==> src/rtl/ika2151_hostwr_if.sv <==
// Host request/acknowledge and YM2151 (OPM) bus signals shared by ika2151_hostwr and its host.
interface ika2151_hostwr_if;
    logic       req;
    logic [7:0] addr;
    logic [7:0] data;
    logic       busy;
    logic       ack;
    logic       timeout;
    logic       cs_n;
    logic       wr_n;
    logic       rd_n;
    logic       a0;
    logic [7:0] d_out;
    logic       d_oe;
    logic [7:0] d_in;

    modport master (
        output req, addr, data, d_in,
        input  busy, ack, timeout, cs_n, wr_n, rd_n, a0, d_out, d_oe
    );

    modport slave (
        input  req, addr, data, d_in,
        output busy, ack, timeout, cs_n, wr_n, rd_n, a0, d_out, d_oe
    );
endinterface

==> src/rtl/ika2151_hostwr.sv <==
// Performs one OPM register write (address cycle, then data cycle), followed by a post-write wait.
// Define IKA2151_HOSTWR_BUSYPOLL_EN to end that wait by polling the chip busy flag.
module ika2151_hostwr #(
    parameter int unsigned SETUP_CYC     = 1,
    parameter int unsigned STROBE_CYC    = 4,
    parameter int unsigned HOLD_CYC      = 1,
    parameter int unsigned BUSY_WAIT_CYC = 64,
    parameter int unsigned POLL_LIMIT    = 1023
) (
    input logic             i_EMUCLK,
    input logic             i_RST,
    ika2151_hostwr_if.slave bus
);

    typedef enum logic [3:0] {
        StIdle,
        StASetup,
        StAStrobe,
        StAHold,
        StDSetup,
        StDStrobe,
        StDHold,
        StWait,
        StDone
    } state_e;

    localparam logic [15:0] SetupLd  = 16'(SETUP_CYC - 1);
    localparam logic [15:0] StrobeLd = 16'(STROBE_CYC - 1);
    localparam logic [15:0] HoldLd   = 16'(HOLD_CYC - 1);

    state_e      state_q, state_d;
    logic [15:0] cnt_q, cnt_d;
    logic [7:0]  addr_q, addr_d;
    logic [7:0]  data_q, data_d;
    logic        timeout_q, timeout_d;
    logic        cnt_zero;

    assign cnt_zero = (cnt_q == 16'd0);

`ifdef IKA2151_HOSTWR_BUSYPOLL_EN
    localparam logic [9:0] PollLast = 10'(POLL_LIMIT - 1);

    // rec_q marks the recovery cycle after a read; finish_q is the decision taken at its sample.
    logic       rec_q, rec_d;
    logic       finish_q, finish_d;
    logic [9:0] reads_q, reads_d;
    logic       unused_cfg;

    assign unused_cfg = ^{BUSY_WAIT_CYC, bus.d_in[6:0]};
`else
    localparam logic [15:0] WaitLd = 16'(BUSY_WAIT_CYC - 1);

    logic unused_cfg;

    assign unused_cfg = ^{POLL_LIMIT, bus.d_in};
`endif

    always_ff @(posedge i_EMUCLK) begin
        if (i_RST) begin
            state_q   <= StIdle;
            cnt_q     <= 16'd0;
            addr_q    <= 8'h00;
            data_q    <= 8'h00;
            timeout_q <= 1'b0;
`ifdef IKA2151_HOSTWR_BUSYPOLL_EN
            rec_q     <= 1'b0;
            finish_q  <= 1'b0;
            reads_q   <= 10'd0;
`endif
        end else begin
            state_q   <= state_d;
            cnt_q     <= cnt_d;
            addr_q    <= addr_d;
            data_q    <= data_d;
            timeout_q <= timeout_d;
`ifdef IKA2151_HOSTWR_BUSYPOLL_EN
            rec_q     <= rec_d;
            finish_q  <= finish_d;
            reads_q   <= reads_d;
`endif
        end
    end

    always_comb begin
        state_d   = state_q;
        cnt_d     = cnt_q;
        addr_d    = addr_q;
        data_d    = data_q;
        timeout_d = timeout_q;
`ifdef IKA2151_HOSTWR_BUSYPOLL_EN
        rec_d     = rec_q;
        finish_d  = finish_q;
        reads_d   = reads_q;
`endif
        unique case (state_q)
            StIdle: begin
                if (bus.req) begin
                    addr_d    = bus.addr;
                    data_d    = bus.data;
                    timeout_d = 1'b0;
                    cnt_d     = SetupLd;
                    state_d   = StASetup;
                end
            end
            StASetup: begin
                if (cnt_zero) begin
                    cnt_d   = StrobeLd;
                    state_d = StAStrobe;
                end else begin
                    cnt_d = cnt_q - 16'd1;
                end
            end
            StAStrobe: begin
                if (cnt_zero) begin
                    cnt_d   = HoldLd;
                    state_d = StAHold;
                end else begin
                    cnt_d = cnt_q - 16'd1;
                end
            end
            StAHold: begin
                if (cnt_zero) begin
                    cnt_d   = SetupLd;
                    state_d = StDSetup;
                end else begin
                    cnt_d = cnt_q - 16'd1;
                end
            end
            StDSetup: begin
                if (cnt_zero) begin
                    cnt_d   = StrobeLd;
                    state_d = StDStrobe;
                end else begin
                    cnt_d = cnt_q - 16'd1;
                end
            end
            StDStrobe: begin
                if (cnt_zero) begin
                    cnt_d   = HoldLd;
                    state_d = StDHold;
                end else begin
                    cnt_d = cnt_q - 16'd1;
                end
            end
            StDHold: begin
                if (cnt_zero) begin
                    state_d = StWait;
`ifdef IKA2151_HOSTWR_BUSYPOLL_EN
                    cnt_d    = StrobeLd;
                    rec_d    = 1'b0;
                    finish_d = 1'b0;
                    reads_d  = 10'd0;
`else
                    cnt_d    = WaitLd;
`endif
                end else begin
                    cnt_d = cnt_q - 16'd1;
                end
            end
            StWait: begin
`ifdef IKA2151_HOSTWR_BUSYPOLL_EN
                if (!rec_q) begin
                    // Busy flag is taken on the edge that closes the read strobe.
                    if (cnt_zero) begin
                        rec_d   = 1'b1;
                        reads_d = reads_q + 10'd1;
                        if (!bus.d_in[7]) begin
                            finish_d = 1'b1;
                        end else if (reads_q == PollLast) begin
                            finish_d  = 1'b1;
                            timeout_d = 1'b1;
                        end
                    end else begin
                        cnt_d = cnt_q - 16'd1;
                    end
                end else if (finish_q) begin
                    state_d = StDone;
                end else begin
                    rec_d = 1'b0;
                    cnt_d = StrobeLd;
                end
`else
                if (cnt_zero) begin
                    state_d = StDone;
                end else begin
                    cnt_d = cnt_q - 16'd1;
                end
`endif
            end
            StDone: begin
                state_d = StIdle;
            end
            default: begin
                state_d = StIdle;
            end
        endcase
    end

    always_comb begin
        bus.busy    = (state_q != StIdle);
        bus.ack     = 1'b0;
        bus.timeout = 1'b0;
        bus.cs_n    = 1'b1;
        bus.wr_n    = 1'b1;
        bus.rd_n    = 1'b1;
        bus.a0      = 1'b0;
        bus.d_out   = 8'h00;
        bus.d_oe    = 1'b0;
        unique case (state_q)
            StASetup, StAStrobe, StAHold: begin
                bus.cs_n  = 1'b0;
                bus.d_out = addr_q;
                bus.d_oe  = 1'b1;
                bus.wr_n  = (state_q != StAStrobe);
            end
            StDSetup, StDStrobe, StDHold: begin
                bus.cs_n  = 1'b0;
                bus.a0    = 1'b1;
                bus.d_out = data_q;
                bus.d_oe  = 1'b1;
                bus.wr_n  = (state_q != StDStrobe);
            end
            StWait: begin
`ifdef IKA2151_HOSTWR_BUSYPOLL_EN
                if (!rec_q) begin
                    bus.cs_n = 1'b0;
                    bus.a0   = 1'b1;
                    bus.rd_n = 1'b0;
                end
`endif
            end
            StDone: begin
                bus.ack     = 1'b1;
                bus.timeout = timeout_q;
            end
            default: ;
        endcase
        // Reset forces a quiet bus immediately, before the state register has cleared.
        if (i_RST) begin
            bus.busy    = 1'b0;
            bus.ack     = 1'b0;
            bus.timeout = 1'b0;
            bus.cs_n    = 1'b1;
            bus.wr_n    = 1'b1;
            bus.rd_n    = 1'b1;
            bus.a0      = 1'b0;
            bus.d_out   = 8'h00;
            bus.d_oe    = 1'b0;
        end
    end

endmodule

==> src/flat_wrapper.sv <==
// flat-port wrapper written by rule: the top's interface ports become plain ports
module ika2151_hostwr_flat 
#(
    parameter int unsigned SETUP_CYC     = 1,
    parameter int unsigned STROBE_CYC    = 4,
    parameter int unsigned HOLD_CYC      = 1,
    parameter int unsigned BUSY_WAIT_CYC = 64,
    parameter int unsigned POLL_LIMIT    = 1023
)
  (i_EMUCLK, i_RST, bus_req, bus_addr, bus_data, bus_d_in, bus_busy, bus_ack, bus_timeout, bus_cs_n, bus_wr_n, bus_rd_n, bus_a0, bus_d_out, bus_d_oe);
  ika2151_hostwr_if bus_i ();
  input logic i_EMUCLK;
  input logic i_RST;
  input wire logic [$bits(bus_i.req)-1:0] bus_req;
  input wire logic [$bits(bus_i.addr)-1:0] bus_addr;
  input wire logic [$bits(bus_i.data)-1:0] bus_data;
  input wire logic [$bits(bus_i.d_in)-1:0] bus_d_in;
  output wire logic [$bits(bus_i.busy)-1:0] bus_busy;
  output wire logic [$bits(bus_i.ack)-1:0] bus_ack;
  output wire logic [$bits(bus_i.timeout)-1:0] bus_timeout;
  output wire logic [$bits(bus_i.cs_n)-1:0] bus_cs_n;
  output wire logic [$bits(bus_i.wr_n)-1:0] bus_wr_n;
  output wire logic [$bits(bus_i.rd_n)-1:0] bus_rd_n;
  output wire logic [$bits(bus_i.a0)-1:0] bus_a0;
  output wire logic [$bits(bus_i.d_out)-1:0] bus_d_out;
  output wire logic [$bits(bus_i.d_oe)-1:0] bus_d_oe;
  assign bus_i.req = bus_req;
  assign bus_i.addr = bus_addr;
  assign bus_i.data = bus_data;
  assign bus_i.d_in = bus_d_in;
  assign bus_busy = bus_i.busy;
  assign bus_ack = bus_i.ack;
  assign bus_timeout = bus_i.timeout;
  assign bus_cs_n = bus_i.cs_n;
  assign bus_wr_n = bus_i.wr_n;
  assign bus_rd_n = bus_i.rd_n;
  assign bus_a0 = bus_i.a0;
  assign bus_d_out = bus_i.d_out;
  assign bus_d_oe = bus_i.d_oe;
  ika2151_hostwr #(.SETUP_CYC(SETUP_CYC), .STROBE_CYC(STROBE_CYC), .HOLD_CYC(HOLD_CYC), .BUSY_WAIT_CYC(BUSY_WAIT_CYC), .POLL_LIMIT(POLL_LIMIT)) u_core (.i_EMUCLK(i_EMUCLK), .i_RST(i_RST), .bus(bus_i));
endmodule
==> config.mk <==
export PLATFORM = sky130hd
export DESIGN_NAME = ika2151_hostwr_flat
export DESIGN_NICKNAME = d
export VERILOG_FILES = /design/src/rtl/ika2151_hostwr_if.sv /design/src/rtl/ika2151_hostwr.sv /design/src/flat_wrapper.sv
export SDC_FILE = /design/constraint.sdc
export NUM_CORES = 1
export LEC_CHECK = 0
export ABC_CLOCK_PERIOD_IN_PS = 2400
export CAP_MARGIN = 20
export CELL_PAD_IN_SITES_DETAIL_PLACEMENT = 0
export CELL_PAD_IN_SITES_GLOBAL_PLACEMENT = 1
export CORE_AREA = 2 2 68 96
export CTS_CLUSTER_SIZE = 8
export DETAILED_ROUTE_END_ITERATION = 8
export DIE_AREA = 0 0 70 98
export PLACE_DENSITY_LB_ADDON = 0.15
export SLEW_MARGIN = 10
export SYNTH_ARGS = -nofsm -noshare
export SYNTH_HDL_FRONTEND = slang
export SYNTH_SLANG_ARGS = --single-unit
export TNS_END_PERCENT = 5
==> constraint.sdc <==
create_clock -name i_EMUCLK -period 2.4 [get_ports i_EMUCLK]
set_input_delay 0.72 -clock i_EMUCLK [delete_from_list [all_inputs] [get_ports i_EMUCLK]]
set_output_delay 0.72 -clock i_EMUCLK [all_outputs]
set_load 0.05 [all_outputs]
==> flow_metrics.tcl, run 1 <==
set metrics [dict create \
    post-route-util_pct 46.77 \
    yosysWarnings 0 \
    ys_ff_latch 36 \
    syn_inst 234 \
    die_h_um 98 \
    status "finished with violations" \
    worst_ep_arrival_time_ns 1.68 \
    power.density_mw_per_mm2 1118 \
    yosysTopAreaCellShare_pct 37.55 \
    p_leak_uw 0.001117 \
    dr.pass1.iters 4 \
    synth_area_leaders "dfxtp_1 (38%), nand2_1 (7.6%), a21oi_1 (5.7%), nor2_1 (4.5%), a22o_1 (4.1%)" \
    drt-initial-drc-count 66 \
    seq_power_share_pct 26.9 \
    rsz0062_at_grt "yes" \
    required_ns 1.68 \
    ys_seq_area_share_pct 37.55 \
    placed_cell_area_mm2 0.002608 \
    cts_tree "built" \
    worstHoldPathCells 2 \
    numCtsBuffers 5 \
    whs_endpoint "u_core.addr_q[4]$_SDFFE_PP0P_" \
    dieArea_mm2 0.006860 \
    nets 312 \
    gp_congestion 0.8375 \
    stdcell_count 357 \
    critPathCaptureType "primary output" \
    syn_to_final_growth_pct 47.20 \
    pwr-share-clk_pct 14.2 \
    min_path_type "reg2reg" \
    critPathMaxFanout 10 \
    dp_hpwl_mm 3.627 \
    path_clk_slew_ns 0.07 \
    die_w_um 70 \
    overflow 0 \
    drc 0 \
    period_share_pct 100.2 \
    crit_path_top_delay_cell "a22o_4" \
    final_max_slew_viol_count 0 \
    ys_async_sr_fraction_pct 0 \
    clkSinkCount 36 \
    timing.rr.start "u_core.cnt_q[0]$_SDFFE_PP0P_" \
    cp_cell_sequence "buf_8 -> buf_4 -> nor2_2 -> and3_1 -> buf_12 -> a22o_4 -> buf_12" \
    finalClockSkew_ns 0.004984 \
    clk_latency_ns 0.29 \
    avgSynthCellArea_um2 8.202 \
    design.core.area_mm2 0.006041 \
    synth-main-ff-cell "dfxtp_1" \
    r2r-end "u_core.cnt_q[2]$_SDFFE_PP0P_" \
    critPathLaunchType "input pin" \
    cpMostUsedCell "buf_12" \
    postLayoutCellArea_mm2 0.002825 \
    fmax_mhz 415.8 \
    initial_core_util_pct 31.77 \
    htreeDepth 2 \
    cts_buffer_depth 2 \
    combPwrFrac_pct 59.0 \
    synthesis.area_mm2 0.001919 \
    hold_viol_final 0 \
    layout-drive-gt1-share_pct 27.72 \
    switching_share_pct 42.68 \
    cts_root_buffer "clkbuf_8" \
    p_sw_uw 1348 \
    rrSetupSlack_ns 0.43 \
    synth_nets 262 \
    avgViaCountPerCell 5.020 \
    final.fill_count 610 \
    maxCapViolations 0 \
    grt_max_degree 18 \
    antenna_cells 0 \
    routed_wl_mm 4.881 \
    timing.final.ws_setup_ns -0.004990 \
    min_period_ns 2.405 \
    synth_area_leader_cell "dfxtp_1" \
    cpPeakStageDelay_ns 0.26 \
    tns_ns -0.02104 \
    rows 34 \
    synth_edf_count 0 \
    grt_pass1_vias 1751 \
    grt_usage_pct 15.01 \
    tightest_slew_ns 0.5364 \
    ioPinCount 43 \
    drt-wirelength-per-cell_um 13.67 \
    ys_types 53 \
    rr_worst_depth 7 \
    io_buffers 32 \
    hold_start "u_core.addr_q[4]$_SDFFE_PP0P_" \
    intPower_uw 1810 \
    cts_hold_buf 0 \
    violations "negative setup slack" \
    dp.cells 345 \
    relSlewSlack_pct 64.15 \
    setup_violations 7 \
    grt_pass1_wl_mm 8.335 \
    grt_antenna_before_repair 0 \
    crit_type "in2out" \
    vdd_ir_drop_max_uv 462.3 \
    num_vias 1792 \
    drtAntennaViolNets 0 \
]
[power groups by stage]
stage	sequential [µW]	clock, µW	combinational (µW)
after floorplan	823	0	1220
after global placement	848	0	1790
after detailed placement	852	0	1780
after CTS	847	474	1880
after global routing	866	497	2050
final	848	448	1860
[layer usage]
metal / vias up / track usage [%] / share of wire [%]
met5: - / 0 / 0
met4: 0 / 5.325 / 1.2
met3: 4 / 2.683 / 3.7
met2: 35 / 28.13 / 54
met1: 827 / 16.67 / 41
li1: 926 / - / -
[state kept, by name, indices dropped and copies added, names as in the netlist]
name	count
u_core.data_q	8
u_core.addr_q	8
u_core.state_q	4
u_core.cnt_q	16
[cells in the final DEF, fill, tap and decap left out, types with 4 or more instances in the layout]
| cell type | netlist | final |
|---|---|---|
| inv_1 | 6 | 5 |
| o21ai_0 | 4 | 4 |
| clkbuf_8 | 1 | 6 |
| a22o_4 | 0 | 8 |
| nand3_1 | 5 | 5 |
| nand4_1 | 4 | 4 |
| buf_4 | 2 | 22 |
| a21oi_1 | 22 | 22 |
| nand2_1 | 39 | 39 |
| xnor2_1 | 5 | 5 |
| nor3b_1 | 5 | 4 |
| dfxtp_1 | 36 | 36 |
| nor2_1 | 23 | 20 |
| nor3_1 | 6 | 6 |
| clkdlybuf4s50_1 | 0 | 17 |
| buf_12 | 0 | 15 |
| xor2_1 | 4 | 4 |
[cell usage after synthesis (3+ instances only)]
cell,count
inv_1,6
buf_2,3
nand3_1,5
nand4_1,4
o31ai_1,3
and2_1,3
o21ai_0,4
or2_2,3
a21oi_1,22
clkbuf_1,9
nor3b_1,5
nor3_1,6
nor2_1,23
xor2_1,4
xnor2_1,5
nand2_1,39
a22o_1,9
dfxtp_1,36
nor4_1,3
[cell families (layout without fill, tap and decap cells)]
| group | Yosys count | in the layout | share of synthesized area (%) |
|---|---|---|---|
| compound gates | 55 | 55 | 19.69 |
| xor+xnor | 9 | 9 | 4.107 |
| fa+ha+maj | 1 | 1 | 0.6518 |
| buf+inv | 21 | 72 | 5.214 |
| flops | 36 | 36 | 37.55 |
| mux | 1 | 1 | 0.5215 |
| other cells | 2 | 2 | 0.3913 |
| simple gates | 109 | 109 | 31.88 |
[area by class of cell]
type,count,area [µm²],area share (%)
repair buffers,58,700.7,24.80
clock buffers,6,82.58,2.923
well taps,72,90.09,3.189
multi-input cells,177,1195,42.29
flip-flops and latches,36,720.7,25.51
clock inverters,2,10.01,0.3543
inverters,6,26.28,0.9300
[worst max-delay path, delay by kind of cell]
family / cells / cell delay [ns]
AOI/OAI and AO/OA: 1 / 0.26
buffers and inverters: 4 / 0.47
and+or+nand+nor: 2 / 0.22
[through the flow]
stage	power [µW]	worst slack (ns)	hold WS [ns]
3_3_place_gp	2633	-0.4175	0.4438
6_report	3158	-0.004990	0.4687
5_1_grt	3416	-0.05928	0.4892
3_5_place_dp	2636	-0.4205	0.4477
4_1_cts	3196	-0.09081	0.4754
2_1_floorplan	2044	-0.2147	0.4359
[repair_timing]
item,4_1_cts,5_1_grt
setup buffers,2,1
pin swaps,4,4
endpoints found under the setup margin,13,10
gates cloned,1,0
gates resized for setup,18,1
[how the worst max path moves through the flow]
stage	start	endpoint	depth (start not counted)
after floorplan	i_RST	bus_d_oe	6
after global placement	i_RST	bus_d_out[1]	6
after CTS	i_RST	bus_d_out[1]	7
after detailed placement	i_RST	bus_d_out[1]	6
final	i_RST	bus_d_out[1]	7
after global routing	i_RST	bus_d_out[5]	7
(Power assumes the default switching activity.)
==> inputs of run 2 (changes only) <==
- CAP_MARGIN: 20 -> 5
==> results of run 2 <==
Final layout, timing and power as in run 1 (identical DEF).
==> inputs of run 3 (changes only) <==
- GPL_TIMING_DRIVEN: default -> 0
==> run 3 against run 2 <==
The run still ends with negative setup slack left; critical endpoint is now bus_d_out[5]; sequential power rose by 2%; flip-flop and latch count stayed put; via count rose by 1.8%; worst hold slack improved by 0.0023 ns; critical path type unchanged; routed wire length rose by 5.7%; first-iteration DRC count decreased by 27%; clock power is 4% lower; largest power group unchanged; global-route usage increased by 1.3 points.
==> flow_metrics.tcl, run 3 (synthesized netlist as in run 1, its figures left out) <==
set metrics [dict create \
    drt-wirelength-per-cell_um 14.74 \
    io_buffers 31 \
    hold_viol_final 0 \
    ioPinCount 43 \
    grt_usage_pct 16.31 \
    rows 34 \
    min_period_ns 2.402 \
    antenna_cells 0 \
    dr.pass1.iters 4 \
    p_leak_uw 0.001052 \
    intPower_uw 1669 \
    path_clk_slew_ns 0.08 \
    num_vias 1825 \
    critPathLaunchType "input pin" \
    switching_share_pct 44.82 \
    worst_ep_arrival_time_ns 1.68 \
    cpPeakStageDelay_ns 0.24 \
    crit_type "in2out" \
    drtAntennaViolNets 0 \
    endpoint "bus_d_out[5]" \
    reg.largest.list "u_core.cnt_q: 16 flops, u_core.addr_q: 8 flops, u_core.data_q: 8 flops" \
    grt_max_degree 13 \
    nets 305 \
    stdcell_count 350 \
    largest_reg_flops 16 \
    violations "negative setup slack" \
    timing.rr.start "u_core.cnt_q[0]$_SDFFE_PP0P_" \
    vdd_ir_drop_max_uv 567.1 \
    overflow 0 \
    r2r-end "u_core.cnt_q[2]$_SDFFE_PP0P_" \
    timing.critical_path.from "i_RST" \
    rr_worst_depth 7 \
    cp_cell_sequence "clkbuf_16 -> or2_4 -> nor3_4 -> buf_6 -> a22o_4 -> buf_8" \
    setup_violations 2 \
    required_ns 1.68 \
    top_register "u_core.cnt_q" \
    grt_pass1_wl_mm 9.032 \
    die_w_um 70 \
    layout-drive-gt1-share_pct 27.70 \
    finalClockSkew_ns 0.005836 \
    final_max_slew_viol_count 0 \
    syn_to_final_growth_pct 40.16 \
    period_share_pct 100.1 \
    maxCapViolations 0 \
    clk_latency_ns 0.29 \
    seq_power_share_pct 28.5 \
    p_sw_uw 1356 \
    die_h_um 98 \
    clkSinkCount 36 \
    htreeDepth 2 \
    status "finished with violations" \
    pwr-share-clk_pct 14.3 \
    cts_root_buffer "clkbuf_8" \
    grt_pass1_vias 1869 \
    design.core.area_mm2 0.006041 \
    numCtsBuffers 5 \
    fmax_mhz 416.4 \
    final_common_cell "nand2_1" \
    critPathCaptureType "primary output" \
    cts_buffer_depth 2 \
    multi_input_area_mm2 0.001224 \
    dp.cells 337 \
    gp_congestion 0.7820 \
    register_area_um2 726.9 \
    power.density_mw_per_mm2 1124 \
    combPwrFrac_pct 57.3 \
    final.fill_count 641 \
    rsz0062_at_grt "yes" \
    routed_wl_mm 5.160 \
    min_path_type "reg2reg" \
    drt-initial-drc-count 48 \
    layout_common_cells "nand2_1 (38), dfxtp_1 (33), a21oi_1 (22)" \
    dieArea_mm2 0.006860 \
    rrSetupSlack_ns 0.31 \
    critPathMaxFanout 5 \
    initial_core_util_pct 31.77 \
    dp_hpwl_mm 3.800 \
    timing.final.ws_setup_ns -0.001664 \
    cts_tree "built" \
    avgViaCountPerCell 5.214 \
    grt_antenna_before_repair 0 \
    total_power_uw 3025 \
    crit_path_top_delay_cell "or2_4" \
    drc 0 \
]
[run 3: what timing repair did]
action,CTS,global route
gates cloned,1,0
hold buffers,0,0
pin swaps,3,3
setup buffers,5,2
resized for setup,116,16
setup endpoints to repair,21,15
[run 3: how the worst min path moves through the flow]
| stage | end | slack (ns) | cells after the start | startpoint |
|---|---|---|---|---|
| 2_1_floorplan | u_core.addr_q[0]$_SDFFE_PP0P_ | 0.44 | 2 | u_core.addr_q[0]$_SDFFE_PP0P_ |
| 3_3_place_gp | u_core.data_q[0]$_SDFFE_PP0P_ | 0.44 | 2 | u_core.data_q[0]$_SDFFE_PP0P_ |
| 3_5_place_dp | u_core.addr_q[1]$_SDFFE_PP0P_ | 0.45 | 2 | u_core.addr_q[1]$_SDFFE_PP0P_ |
| 4_1_cts | u_core.addr_q[7]$_SDFFE_PP0P_ | 0.48 | 2 | u_core.addr_q[7]$_SDFFE_PP0P_ |
| 5_1_grt | u_core.addr_q[2]$_SDFFE_PP0P_ | 0.50 | 2 | u_core.addr_q[2]$_SDFFE_PP0P_ |
| 6_report | u_core.data_q[2]$_SDFFE_PP0P_ | 0.47 | 2 | u_core.data_q[2]$_SDFFE_PP0P_ |
[run 3: area by class of cell]
| cell class | instances | area share, % |
|---|---|---|
| sequential | 36 | 27.02 |
| clock buffer | 5 | 2.558 |
| timing repair buffer | 37 | 15.02 |
| buffer | 14 | 4.884 |
| tap | 72 | 3.349 |
| clock inverter | 3 | 0.6977 |
| multi-input combinational | 177 | 45.49 |
| inverter | 6 | 0.9767 |
[run 3: worst max-delay path, delay by kind of cell]
| family | cells | cell delay, ns |
|---|---|---|
| compound gates | 1 | 0.12 |
| buf+inv | 3 | 0.43 |
| simple gates | 2 | 0.40 |
[run 3: per-stage QoR]
step | cell area (µm²) | hold slack [ns] | utilization [%] | worst slack, ns | setup TNS [ns]
final | 2690 | 0.4710 | 44.53 | -0.001664 | -0.003212
after global routing | 2690 | 0.4962 | 44.53 | -0.07209 | -0.5393
after CTS | 2685 | 0.4766 | 44.45 | -0.1438 | -1.412
after detailed placement | 2387 | 0.4487 | 39.52 | -0.9797 | -15.62
after global placement | 2387 | 0.4438 | 39.52 | -0.9923 | -15.76
after floorplan | 1987 | 0.4359 | - | -0.2147 | -1.812
[run 3: power by group through the flow]
stage	Sequential (µW)	Clock (µW)	Combinational, µW
5_1_grt	879	469	1930
3_3_place_gp	846	0	1580
3_5_place_dp	849	0	1570
2_1_floorplan	823	0	1220
6_report	861	431	1730
4_1_cts	852	451	1740
[run 3: per-layer routing]
| metal | GRT usage, % | wire (µm) |
|---|---|---|
| met5 | 0 | 0 |
| met4 | 5.325 | 81 |
| met3 | 2.786 | 190 |
| met2 | 31.94 | 2852 |
| met1 | 17.19 | 2034 |
